===== config.mk =====
export PLATFORM = sky130hd
export DESIGN_NAME = gate_result_packer_flat
export DESIGN_NICKNAME = d
export VERILOG_FILES = /design/src/rtl/gate_result_packer_if.sv /design/src/rtl/gate_result_packer.sv /design/src/flat_wrapper.sv
export SDC_FILE = /design/constraint.sdc
export NUM_CORES = 1
export LEC_CHECK = 0
export BUFFER_PORTS_ARGS = -buffer_cell sky130_fd_sc_hd__buf_2
export CORE_MARGIN = 4
export CORE_UTILIZATION = 55
export DETAILED_ROUTE_END_ITERATION = 8
export PLACE_DENSITY = 0.84
export SLEW_MARGIN = 40
export SYNTH_ARGS = -nofsm -noshare
export SYNTH_HDL_FRONTEND = slang
export SYNTH_SLANG_ARGS = --single-unit

===== constraint.sdc =====
create_clock -name clk -period 3.4 [get_ports clk]
set_clock_uncertainty 0.15 [all_clocks]
set_input_delay 0.17 -clock clk [delete_from_list [all_inputs] [get_ports clk]]
set_output_delay 0.17 -clock clk [all_outputs]
set_load 0.02 [all_outputs]

===== src/rtl/gate_result_packer_if.sv =====
// Packer handshake bundle: upstream beat input, flush, packed-word output, delivered-word counter.
// Pure wiring; no latency of its own.
// Backpressure travels on in_ready (packer to source) and out_ready (sink to packer).
interface gate_result_packer_if #(
    parameter int SLOTS = 4,
    parameter int CNT_W = 8
);
    logic                 in_valid;
    logic [1:0]           in_data;
    logic                 in_ready;
    logic                 flush;
    logic                 out_valid;
    logic [2*SLOTS-1:0]   out_data;
    logic [3:0]           out_fill;
    logic                 out_ready;
    logic [CNT_W-1:0]     word_count;

    // Source/sink side: drives beats, flush and out_ready; observes the packed word.
    modport master (
        output in_valid, in_data, flush, out_ready,
        input  in_ready, out_valid, out_data, out_fill, word_count
    );

    // Packer side.
    modport slave (
        input  in_valid, in_data, flush, out_ready,
        output in_ready, out_valid, out_data, out_fill, word_count
    );
endinterface


===== src/rtl/gate_result_packer.sv =====
// Packs successive 2-bit gate results into a SLOTS-wide word; flush emits a partial word.
// Latency: out_valid rises 1 cycle after the completing or flushing accept edge.
// Backpressure: while a word waits for out_ready, in_ready is low and inputs/flush are ignored.
module gate_result_packer #(
    parameter int SLOTS = 4,   // 2..8 results per word
    parameter int CNT_W = 8
) (
    input  logic          clk,
    input  logic          rst,
    gate_result_packer_if.slave bus
);
    localparam int DW = 2 * SLOTS;

    typedef enum logic {
        ST_FILL = 1'b0,
        ST_HOLD = 1'b1
    } state_t;

    state_t             r_state;
    logic [3:0]         r_fill;
    logic [DW-1:0]      r_acc;
    logic               r_out_valid;
    logic [DW-1:0]      r_out_data;
    logic [3:0]         r_out_fill;
    logic [CNT_W-1:0]   r_word_count;

    logic               w_accept;
    logic [DW-1:0]      w_acc_next;
    logic [3:0]         w_fill_next;
    logic               w_full;
    logic               w_emit;

    // Only in_ready is combinational; it simply mirrors the state.
    assign bus.in_ready   = (r_state == ST_FILL);
    assign bus.out_valid  = r_out_valid;
    assign bus.out_data   = r_out_data;
    assign bus.out_fill   = r_out_fill;
    assign bus.word_count = r_word_count;

    assign w_accept    = bus.in_valid && (r_state == ST_FILL);
    assign w_fill_next = r_fill + {3'd0, w_accept};
    assign w_full      = w_accept && (w_fill_next == 4'(SLOTS));
    // Flush only emits when the word would carry at least one result,
    // so a flush on an empty accumulator is silently dropped.
    assign w_emit      = w_full || (bus.flush && (w_fill_next != 4'd0));

    // Accumulator view including this cycle's beat, written into the next free slot.
    // Unwritten slots stay 0 because the accumulator is cleared on every emission.
    always_comb begin
        w_acc_next = r_acc;
        for (int k = 0; k < SLOTS; k++) begin
            if (w_accept && (r_fill == 4'(k))) begin
                w_acc_next[2*k +: 2] = bus.in_data;
            end
        end
    end

    // FILL/HOLD controller with registered word outputs and delivered-word counter.
    always_ff @(posedge clk) begin
        if (rst) begin
            r_state      <= ST_FILL;
            r_fill       <= '0;
            r_acc        <= '0;
            r_out_valid  <= 1'b0;
            r_out_data   <= '0;
            r_out_fill   <= '0;
            r_word_count <= '0;
        end else begin
            case (r_state)
                ST_FILL: begin
                    if (w_emit) begin
                        r_state     <= ST_HOLD;
                        r_out_valid <= 1'b1;
                        r_out_data  <= w_acc_next;
                        r_out_fill  <= w_fill_next;
                        r_acc       <= '0;
                        r_fill      <= '0;
                    end else begin
                        r_acc  <= w_acc_next;
                        r_fill <= w_fill_next;
                    end
                end
                ST_HOLD: begin
                    if (bus.out_ready) begin
                        r_state      <= ST_FILL;
                        r_out_valid  <= 1'b0;
                        r_out_data   <= '0;
                        r_out_fill   <= '0;
                        r_word_count <= r_word_count + {{(CNT_W-1){1'b0}}, 1'b1};
                    end
                end
                default: r_state <= ST_FILL;
            endcase
        end
    end
endmodule


===== src/flat_wrapper.sv =====
// flat-port wrapper written by rule: the top's interface ports become plain ports
module gate_result_packer_flat 
#(
    parameter int SLOTS = 4,                           
    parameter int CNT_W = 8
)
  (clk, rst, bus_in_valid, bus_in_data, bus_flush, bus_out_ready, bus_in_ready, bus_out_valid, bus_out_data, bus_out_fill, bus_word_count);
  gate_result_packer_if #(.SLOTS(SLOTS), .CNT_W(CNT_W)) bus_i ();
  input  logic clk;
  input  logic rst;
  input wire logic [$bits(bus_i.in_valid)-1:0] bus_in_valid;
  input wire logic [$bits(bus_i.in_data)-1:0] bus_in_data;
  input wire logic [$bits(bus_i.flush)-1:0] bus_flush;
  input wire logic [$bits(bus_i.out_ready)-1:0] bus_out_ready;
  output wire logic [$bits(bus_i.in_ready)-1:0] bus_in_ready;
  output wire logic [$bits(bus_i.out_valid)-1:0] bus_out_valid;
  output wire logic [$bits(bus_i.out_data)-1:0] bus_out_data;
  output wire logic [$bits(bus_i.out_fill)-1:0] bus_out_fill;
  output wire logic [$bits(bus_i.word_count)-1:0] bus_word_count;
  assign bus_i.in_valid = bus_in_valid;
  assign bus_i.in_data = bus_in_data;
  assign bus_i.flush = bus_flush;
  assign bus_i.out_ready = bus_out_ready;
  assign bus_in_ready = bus_i.in_ready;
  assign bus_out_valid = bus_i.out_valid;
  assign bus_out_data = bus_i.out_data;
  assign bus_out_fill = bus_i.out_fill;
  assign bus_word_count = bus_i.word_count;
  gate_result_packer #(.SLOTS(SLOTS), .CNT_W(CNT_W)) u_core (.clk(clk), .rst(rst), .bus(bus_i));
endmodule

# [Word level (Yosys, flattened, before mapping)]
# Cells that the tools add are included.
[word_totals] ff_bits=34 latchBits=0 ramBits=0 rom_bits=0 in_bits=7 output_inout_bits=22 elab_cells=46 memories=0
[classes] addsub=2 multipliers=0 n_div=0 order_cmp=0 eq_ne=6 shifts=0 mux=18 n_bitwise=1 n_reduce_logical=12
[op_table] cell="$mux 8" n=3
[op_table] cell="$pmux 8 s2" n=1
[op_table] cell="$mux 4" n=3
[op_table] cell="$add 8x1->8 const B" n=1
[op_table] cell="$eq 4x2->1 const B" n=2
[op_table] cell="$mux 2" n=4
[op_table] cell="$pmux 4 s2" n=1
[op_table] cell="$logic_and 1x1->1" n=7
[op_table] cell="$add 4x1->4" n=1
[op_table] cell="$eq 4x1->1 const B" n=1
[op_table] cell="$eq 4x3->1 const B" n=1
[op_table] cell="$logic_not 4->1" n=1
[op_table] cell="$mux 1" n=4
[op_table] cell="$pmux 1 s2" n=2
[op_table] cell="$reduce_and 2->1" n=2
[op_table] cell="$reduce_bool 4->1" n=1
[op_table] cell="$ne 2x1->1 const B" n=1
[op_table] cell="$ne 2x2->1 const B" n=1
[op_table] cell="$logic_or 1x1->1" n=1
[op_table] cell="$not 1->1" n=1

# [Logic depth before layout (Yosys ltp)]
# Gate-level depths: netlist of the first run.
[depth] depth_word=8 mapped_depth=11 mapped_depth_nobuf=8

# [Least setup slack after synthesis of the first run]
# Ideal clock, no wire load.
[synth_timing] kind="flip-flop to flip-flop" start="register u_core.r_state" end="register u_core.r_out_fill[3], in the netlist u_core.bus.out_fill[3]" arrival_ns=2.225 setup_slack_ns=0.901 path_stages_with_launch=10 n_path_buf=2 period_less_slack_ns=2.499 cell_sequence="dfxtp_1 -> buf_2 -> nor2b_1 -> ha_1 -> ha_1 -> or3_4 -> o211a_4 -> and2_4 -> buf_6 -> mux2_1"
[synth_between] elab_chain_cells=8
[synth_rtl] item="from (decl)" line_no="gate_result_packer.sv:19" source="state_t r_state;"
[synth_rtl] item="from (signal assigned)" line_no="gate_result_packer.sv:61" source="r_state <= ST_FILL;"
[synth_rtl] item="from (signal assigned)" line_no="gate_result_packer.sv:72" source="r_state <= ST_HOLD;"
[synth_rtl] item="from (signal assigned)" line_no="gate_result_packer.sv:85" source="r_state <= ST_FILL;"
[synth_rtl] item="$not 1->1" line_no="gate_result_packer.sv:40, gate_result_packer.sv:69"
[synth_rtl] item="$logic_and 1x1->1" line_no="gate_result_packer.sv:40" source="assign w_accept = bus.in_valid && (r_state == ST_FILL);"
[synth_rtl] item="$add 4x1->4" line_no="gate_result_packer.sv:41" source="assign w_fill_next = r_fill + {3'd0, w_accept};"
[synth_rtl] item="$eq 4x3->1 or $reduce_bool 4->1 (tied branches)" line_no="gate_result_packer.sv:42, gate_result_packer.sv:45"
[synth_rtl] item="$logic_and 1x1->1, on equally long branches" line_no="gate_result_packer.sv:42, gate_result_packer.sv:45"
[synth_rtl] item="$logic_or 1x1->1" line_no="gate_result_packer.sv:45" source="assign w_emit = w_full || (bus.flush && (w_fill_next != 4'd0));"
[synth_rtl] item="$ne 2x1->1 (no source line)"
[synth_rtl] item="$reduce_and 2->1 (no source line)"
[synth_rtl] item="to (signal assigned)" line_no="gate_result_packer.sv:75" source="r_out_fill <= w_fill_next;"
[synth_rtl] item="to (decl)" line_no="gate_result_packer.sv:24" source="logic [3:0] r_out_fill;"
# Several ways; a longest one is shown, not always the timed one. The select of a mux whose other input is x is not followed.
# A chain may end at the register's enable or synchronous reset.

# [Final worst setup path of the first run]
# Ends and elaborated chain as after synthesis.

==> results.yml, run 1 <==
setup_path:
  r2r_start: "u_core.r_state"
  crit_arrival_ns: 2.58
  endpoint_kind: "register"
  reg2reg_depth: 7
  worstReg2RegEnd: "u_core.bus.out_fill[3]"
  path_max_fanout: 16
  r2r_slack_ns: 0.91
  worstSetupPathType: "reg -> reg"
  worstPathRequired_ns: 3.49
  startpoint_type: "register"
detailed_routing:
  drt_iter0_drc: 100
  wl_per_cell_um: 13.38
  post_drt_via_cell_ratio: 5.692
  drc: 0
  routed_wirelength_um: 3344
  ant_nets: 0
  vias: 1423
  first_pass_iters: 4
synthesis:
  netlist_instances: 190
  synth_ff_type: "dfxtp_1"
  yosysWarnings: 0
  synth_mux_area_frac: 0.08291
  yosys.area_share.adder: 0.02201
  postSynthNetCount: 200
  syn_avg_cell_area_sq_um: 8.976
  ys_seq_elements: 34
  synth_area_leaders: "dfxtp_1 40%, mux2i_1 7.6%, nand2_1 4.8%"
  netlist.area_leader.share: 0.3991
  synth_xor_area_frac: 0.04109
  synth_top_family_by_area: "simple AND/OR/NAND/NOR gates"
  async_reset_ff_frac: 0
  synth-edff-count: 0
  syn-cell-area_sq_mm: 0.001705
  synth_compound_area_frac: 0.1599
  yosys.area_share.simple: 0.2494
  synth_top_area_cell: "dfxtp_1"
  ys_seq_area_frac: 0.3991
  synth.distinct_cells: 42
pwr:
  powerDensity_mw_per_mm2: 636.7
  ir_worst_vdd_mv: 0.3266
  finalPower_mw: 1.218
  leakagePower_nw: 0.8131
sta:
  relSlewSlack: 0.5439
  worst_pin_slew_ns: 0.6842
  period_needed_ns: 2.486
  fmax_mhz: 402.3
  report.final.slew_viol_count: 0
  finalSetupViolCount: 0
  setup_tns_ns: 0
  rsz0062_at_grt: "no"
  hold_viol: 0
  fin_crit_sh: 0.7311
worst_hold_path:
  hold_class: "in -> reg"
  min_to: "u_core.r_acc[1]"
  min_from: "bus_in_data[1]"
  holdPathStages: 3
die:
  fp.dieArea_sq_mm: 0.004056
  die_width_um: 63.69
  core_area_sq_mm: 0.002853
  io_pins: 29
  start_util: 0.5978
  rows: 19
  fp.dieH_um: 63.69
cts:
  ctsResizeCount: 0
  clk_pin_slew_ns: 0.11
  cts-root-buf: "clkbuf_4"
  insertion_delay_ns: 0.34
  clock_path_buffers: 2
  postCtsHoldBufs: 2
  cts.sinks: 34
  cts_setup_buffers: 0
  cts_made_buffers: 5
  cts_htree_levels: 2
  cts_tree: "done"
final_layout:
  diodes: 0
  syn_to_final_growth_pct: 12.18
  layout-drive-gt1-share: 0.2192
  layout.cells.non_filler: 250
  final_common_cell: "dfxtp_1"
  post-route-util: 0.6706
  fin_nets: 228
  postLayoutCellArea_sq_mm: 0.001913
  filler_cell_count: 239
  final_cell_mix: "34 x dfxtp_1, 28 x buf_2, 22 x nand2_1, 20 x nor2_1, 13 x mux2i_1"
outcome:
  status: "finished, final reports clean"
global_routing:
  grt_usage: 0.1806
  grt-ovfl-total: 0
  gr-usage-met1: 0.2179
  grt_antenna_before_repair: 0
  use_met3: 0.06039
  grt_pass1_wl_um: 5823
  grtUsageMet2: 0.2947
  grt_most_used_layer: "met2"
  grt_max_degree: 40
  first_global_vias: 1295
placed_design:
  hpwl_um: 2399
  dpl-instance-area_sq_mm: 0.001833
  dp.cells: 240
  place_congestion: 0.8244
  portBuffers: 28
run:
  max-cap-violations: 0
[worst max-delay path, cell delays in order (launching register included)]
cell     delay, ns
dfxtp_1       0.33
nor2b_1       0.16
ha_1          0.23
ha_1          0.28
or3_4         0.39
o211a_4       0.26
and2_4        0.25
mux2_1        0.33
[layout make-up]
type                    count  area, sq um  share of cell area
multi-input cells         141        947.2              0.4951
flip-flops and latches     34        680.7              0.3558
repair buffers             31        167.7             0.08764
clock buffers               7        55.05             0.02878
well taps                  31        38.79             0.02027
inverters                   5        18.77            0.009810
clock inverters             1        5.005            0.002616
[power breakdown]
part / switching [mW] / total [mW] / internal, mW
Sequential: 0.0336 / 0.478 / 0.444
Clock: 0.135 / 0.235 / 0.100
Combinational: 0.306 / 0.505 / 0.199
[kinds of logic (layout without fill, tap and decap cells)]
group                    after synthesis  after routing
XOR/XNOR                               8              8
multiplexers                          14             14
flip-flops                            34             34
AO/OA/AOI/OAI                         37             37
adder cells (fa/ha/maj)                3              3
AND/OR/NAND/NOR                       79             79
buffers and inverters                 15             44
[per-layer routing]
layer	wire, um	share of wire	vias up
met5	0	0	-
li1	-	-	728
met3	164	0.049	5
met4	34	0.010	0
met2	1635	0.49	29
met1	1510	0.45	661
[through the flow]
stage / worst slack [ns] / hold slack, ns
after floorplan: 0.9013 / 0.2028
after global placement: 0.9781 / 0.2961
after detailed placement: 0.8939 / 0.2982
after CTS: 0.9147 / 0.07941
after global routing: 0.7895 / 0.08186
final: 0.9141 / 0.08959
[cells in the mapped netlist (all sizes together), types with 4 or more instances]
master  instances
mux2i          13
dfxtp          34
clkbuf          5
o22ai           6
buf             5
xor2            5
nand4           4
o21ai           4
nor2           20
inv             5
a21oi          11
nand2          22
o21bai          6
and2           10
[registers in the layout, summed over array words and instances (netlist names)]
register and flops:
u_core.r_fill 4, u_core.bus.out_valid 1, u_core.bus.out_fill 4, u_core.r_acc 8, u_core.r_state 1, u_core.bus.word_count 8
u_core.bus.out_data 8
[how the worst max path moves through the flow]
stage	depth (start not counted)	start	slack (ns)	to
2_1_floorplan	9	u_core.r_state	0.90	u_core.bus.out_fill[3]
3_3_place_gp	8	bus_in_valid	0.98	u_core.bus.out_fill[3]
3_5_place_dp	9	bus_in_valid	0.89	u_core.bus.out_fill[3]
4_1_cts	7	u_core.r_state	0.91	u_core.bus.out_fill[3]
5_1_grt	7	u_core.r_state	0.79	u_core.r_acc[0]
6_report	7	u_core.r_state	0.91	u_core.bus.out_fill[3]
Note: power is estimated with default switching activity, not from simulation.
==> inputs of run 2 (changes only) <==
--- a/config.mk
+++ b/config.mk
@@ -7,9 +7,9 @@
 export LEC_CHECK = 0
 export BUFFER_PORTS_ARGS = -buffer_cell sky130_fd_sc_hd__buf_2
 export CORE_MARGIN = 4
-export CORE_UTILIZATION = 55
+export CORE_UTILIZATION = 50
 export DETAILED_ROUTE_END_ITERATION = 8
-export PLACE_DENSITY = 0.84
+export PLACE_DENSITY = 0.81
 export SLEW_MARGIN = 40
 export SYNTH_ARGS = -nofsm -noshare
 export SYNTH_HDL_FRONTEND = slang
==> constraint.sdc (replaced) <==
create_clock -name clk -period 2.1 [get_ports clk]
set_clock_uncertainty 0.15 [all_clocks]
set_input_delay 0.105 -clock clk [delete_from_list [all_inputs] [get_ports clk]]
set_output_delay 0.105 -clock clk [all_outputs]
set_load 0.02 [all_outputs]
==> run 2 against run 1 <==
  * The run now ends with negative setup slack left
  * Utilization increased by 1.3 points
  * Wire length increased by 18%
  * Hold slack worse by 0.039 ns
  * Via count up 5.7%
  * Clock-buffer cell count is the same
  * Worst setup slack lost 0.98 ns
  * Register-to-register slack got worse by 0.98 ns
  * Flip-flop and latch count stayed put
  * Critical path type unchanged
  * Largest power group unchanged
==> results.yml, run 2 (same netlist as run 1, synthesis figures left out) <==
outcome:
  status: "finished with violations"
  violations: "negative setup slack"
detailed_routing:
  routed_wirelength_um: 3942
  vias: 1504
  ant_nets: 0
  drc: 0
  post_drt_via_cell_ratio: 5.314
  wl_per_cell_um: 13.93
  drt_iter0_drc: 57
  first_pass_iters: 4
global_routing:
  gr-usage-met1: 0.2352
  grtUsageMet2: 0.3346
  grt_max_degree: 31
  grt_antenna_before_repair: 0
  grt_pass1_wl_um: 6748
  first_global_vias: 1528
  grt-ovfl-total: 0
  grt_most_used_layer: "met2"
  use_met3: 0.05272
  grt_usage: 0.2024
cts:
  cts-root-buf: "clkbuf_4"
  insertion_delay_ns: 0.34
  cts_htree_levels: 2
  cts.sinks: 34
  cts_made_buffers: 5
  clock_path_buffers: 2
  cts_tree: "done"
  clk_pin_slew_ns: 0.10
die:
  io_pins: 29
  die_width_um: 66.40
  rows: 20
  start_util: 0.5409
  fp.dieH_um: 66.40
  core_area_sq_mm: 0.003153
  fp.dieArea_sq_mm: 0.004409
sta:
  relSlewSlack: 0.6473
  finalSetupViolCount: 11
  period_needed_ns: 2.166
  worst_pin_slew_ns: 0.5291
  hold_viol: 0
  rsz0062_at_grt: "yes"
  fin_crit_sh: 1.031
  fmax_mhz: 461.7
  setup_slack_ns: -0.06599
  report.final.slew_viol_count: 0
setup_path:
  startpoint_type: "register"
  worstPathRequired_ns: 2.19
  worstSetupPathType: "reg -> reg"
  cpPeakStageDelay_ns: 0.35
  worstPathCellList: "nor2b_4 > ha_4 > ha_4 > or3_4 > o211a_4 > and2_4 > mux2_4"
  cp.depth: 7
  path_max_fanout: 8
  reg2reg_depth: 7
  slowest_stage: "dfxtp_2"
  endpoint_kind: "register"
  crit_arrival_ns: 2.26
  critical_path.top_delay_family: "simple AND/OR/NAND/NOR gates"
  cp_num_buf_inv: 0
  crit_path_frequent_cell: "ha_4"
pwr:
  finalPower_mw: 2.281
  powerDensity_mw_per_mm2: 1058
  leakagePower_nw: 0.9172
  ir_worst_vdd_mv: 0.5572
worst_hold_path:
  holdPathStages: 3
  hold_class: "in -> reg"
placed_design:
  dp.cells: 271
  hpwl_um: 2781
  portBuffers: 28
  place_congestion: 0.8339
final_layout:
  final_cell_mix: "33 x dfxtp_1, 28 x buf_2, 22 x nand2_1, 20 x buf_4, 19 x nor2_1"
  syn_to_final_growth_pct: 26.41
  diodes: 0
  final_common_cell: "dfxtp_1"
  layout.cells.non_filler: 283
  layout-drive-gt1-share: 0.3347
  fin_nets: 248
run:
  max-cap-violations: 0
## run 2: cell type report
type	count	area (sq um)
sequential	34	681.9
inverter	5	18.77
fill	262	997.2
tap	44	55.05
multi-input combinational	141	1018
clock buffer	7	55.05
clock inverter	1	5.005
timing repair buffer	51	321.6
## run 2: worst min-delay path: stages
cell and delay, ns:
buf_2 0.11, mux2i_1 0.15, o32ai_1 0.11
## run 2: routing by layer
metal,part of all wire,vias up
li1,-,762
met1,0.44,702
met2,0.49,34
met3,0.048,6
met4,0.020,0
met5,0,-
## run 2: through the flow
stage	area (sq um)	hold WS, ns	worst slack (ns)	util	setup TNS (ns)
after floorplan	1752	0.1378	-0.2247	-	-2.468
after global placement	2021	0.2854	-0.02747	0.6409	-0.1538
after detailed placement	2021	0.2936	-0.07576	0.6409	-0.5648
after CTS	2117	0.02865	-0.05399	0.6714	-0.3389
final	2156	0.05073	-0.06599	0.6837	-0.4936
after global routing	2156	0.06642	-0.1170	0.6837	-1.788
## run 2: worst paths after layout
path	startpoint	endpoint	slack, ns
min reg2reg	u_core.bus.out_data[7]	u_core.bus.out_data[7]	0.31
min	bus_in_data[1]	u_core.r_acc[1]	0.05
max reg2reg	u_core.r_state	u_core.bus.out_fill[3]	-0.07
max	u_core.r_state	u_core.bus.out_fill[3]	-0.07
## run 2: what timing repair did
item                                    CTS  global route
buffers inserted                          1             1
pin swaps                                 4             5
endpoints found under the hold margin     2             0
gates resized for setup                   3             6
hold buffers                              2             0
endpoints found under the setup margin   16            25
## run 2: where the power goes
| part | internal, mW | switching [mW] | total (mW) |
|---|---|---|---|
| Clock | 0.162 | 0.212 | 0.374 |
| Combinational | 0.529 | 0.605 | 1.13 |
| Sequential | 0.721 | 0.0511 | 0.773 |
==> inputs of run 3 (changes only) <==
--- a/config.mk
+++ b/config.mk
@@ -7,9 +7,9 @@
 export LEC_CHECK = 0
 export BUFFER_PORTS_ARGS = -buffer_cell sky130_fd_sc_hd__buf_2
 export CORE_MARGIN = 4
-export CORE_UTILIZATION = 50
+export CORE_UTILIZATION = 55
 export DETAILED_ROUTE_END_ITERATION = 8
-export PLACE_DENSITY = 0.81
+export PLACE_DENSITY = 0.84
 export SLEW_MARGIN = 40
 export SYNTH_ARGS = -nofsm -noshare
 export SYNTH_HDL_FRONTEND = slang
==> constraint.sdc (replaced) <==
create_clock -name clk -period 2.75 [get_ports clk]
set_clock_uncertainty 0.15 [all_clocks]
set_input_delay 0.1375 -clock clk [delete_from_list [all_inputs] [get_ports clk]]
set_output_delay 0.1375 -clock clk [all_outputs]
set_load 0.02 [all_outputs]
==> run 3 against run 2 <==
  * The flow now finishes without violations
  * Final cell count is 11% lower
  * Final area decreased by 11%
  * Critical path depth did not move
  * Hold slack better by 0.015 ns
  * Highest routed layer unchanged
  * Largest power group unchanged
==> results.yml, run 3 (same netlist as run 1, synthesis figures left out) <==
outcome:
  status: "finished, final reports clean"
cts:
  insertion_delay_ns: 0.33
  cts.sinks: 34
  cts-root-buf: "clkbuf_4"
  cts_htree_levels: 2
  ctsResizeCount: 0
  cts_made_buffers: 5
  cts_tree: "done"
  clock_path_buffers: 2
  clk_pin_slew_ns: 0.09
setup_path:
  cpPeakStageDelay_ns: 0.39
  path_max_fanout: 16
  r2r_slack_ns: 0.28
  startpoint_type: "register"
  crit_path_frequent_cell: "ha_1"
  endpoint_kind: "register"
  worstSetupPathType: "reg -> reg"
  worstPathRequired_ns: 2.83
  worstPathCellList: "nor2b_1 > ha_1 > ha_1 > or3_4 > o211a_4 > and2_4 > mux2_1"
  slowest_stage: "or3_4"
  crit_arrival_ns: 2.54
final_layout:
  filler_cell_count: 242
  layout-drive-gt1-share: 0.2182
  diodes: 0
  syn_to_final_growth_pct: 12.18
  postLayoutCellArea_sq_mm: 0.001913
  layout.cells.non_filler: 251
  final_cell_mix: "34 x dfxtp_1, 28 x buf_2, 22 x nand2_1, 20 x nor2_1, 13 x mux2i_1"
  final_common_cell: "dfxtp_1"
  multi_input_area_sq_um: 947.2
  fin_nets: 230
  ff_latch_area_sq_um: 680.7
global_routing:
  grt_antenna_before_repair: 0
  grt-ovfl-total: 0
  grt_pass1_wl_um: 5982
  grt_max_degree: 40
  grt_usage: 0.1865
  first_global_vias: 1330
detailed_routing:
  post_drt_via_cell_ratio: 5.594
  ant_nets: 0
  wl_per_cell_um: 13.94
  drc: 0
  first_pass_iters: 4
  vias: 1404
  routed_wirelength_um: 3499
  drt_iter0_drc: 72
pwr:
  leakagePower_nw: 0.8129
  ir_worst_vdd_mv: 0.3745
  powerDensity_mw_per_mm2: 786.7
  finalPower_mw: 1.505
sta:
  fmax_mhz: 405.2
  hold_viol: 0
  worst_pin_slew_ns: 0.6760
  fin_crit_sh: 0.8974
  report.final.slew_viol_count: 0
  setup_tns_ns: 0
  finalSetupViolCount: 0
  period_needed_ns: 2.468
  relSlewSlack: 0.5494
  rsz0062_at_grt: "no"
run:
  max-cap-violations: 0
placed_design:
  hpwl_um: 2428
  place_congestion: 0.8092
  dpl-instance-area_sq_mm: 0.001848
  dp.cells: 242
  portBuffers: 28
die:
  core_area_sq_mm: 0.002853
  fp.dieArea_sq_mm: 0.004056
  rows: 19
  io_pins: 29
  fp.dieH_um: 63.69
  start_util: 0.5978
  die_width_um: 63.69
worst_hold_path:
  hold_class: "in -> reg"
run 3: layer usage:
layer  GRT usage  wire, um  vias up
li1            -         -      731
met1      0.2429      1635      648
met2      0.2842      1669       15
met3     0.05506       120       10
met4     0.08086        75        0
met5           0         0        -
run 3: layout make-up:
class                   count  area share
multi-input cells         141      0.4951
flip-flops and latches     34      0.3558
repair buffers             33     0.09549
clock buffers               7     0.02354
well taps                  31     0.02027
inverters                   5    0.009810
run 3: report_power, final:
group	switching, mW	internal, mW
Clock	0.156	0.0963
Combinational	0.397	0.267
Sequential	0.0393	0.549
Total	0.592	0.913
run 3: final timing paths:
kind / from / to / depth (start not counted)
max reg2reg: u_core.r_state / u_core.bus.out_fill[3] / 7
min reg2reg: u_core.bus.out_data[6] / u_core.bus.out_data[6] / 2
min: bus_in_data[0] / u_core.r_acc[0] / 3
max: u_core.r_state / u_core.bus.out_fill[3] / 7
run 3: per-stage QoR:
stage                       util  hold slack, ns  worst slack (ns)
after floorplan                -          0.1703            0.2513
after global placement    0.6478          0.2941            0.3381
after detailed placement  0.6478          0.2986            0.2982
after CTS                 0.6706         0.05940            0.2895
after global routing      0.6706          0.1159            0.1782
final                     0.6706         0.06559            0.2821
run 3: worst max-delay path, delay by kind of cell, from the launching register on:
family,cells,cell delay [ns]
DFF,1,0.33
muxes,1,0.33
and+or+nand+nor,3,0.79
AOI/OAI and AO/OA,1,0.25
adders and majority gates,2,0.51
run 3: repair_timing:
| item | CTS | global route |
|---|---|---|
| hold endpoints to repair | 2 | 0 |
| hold buffers | 2 | 0 |
| endpoints found under the setup margin | 0 | 0 |
| buffers inserted | 0 | 0 |
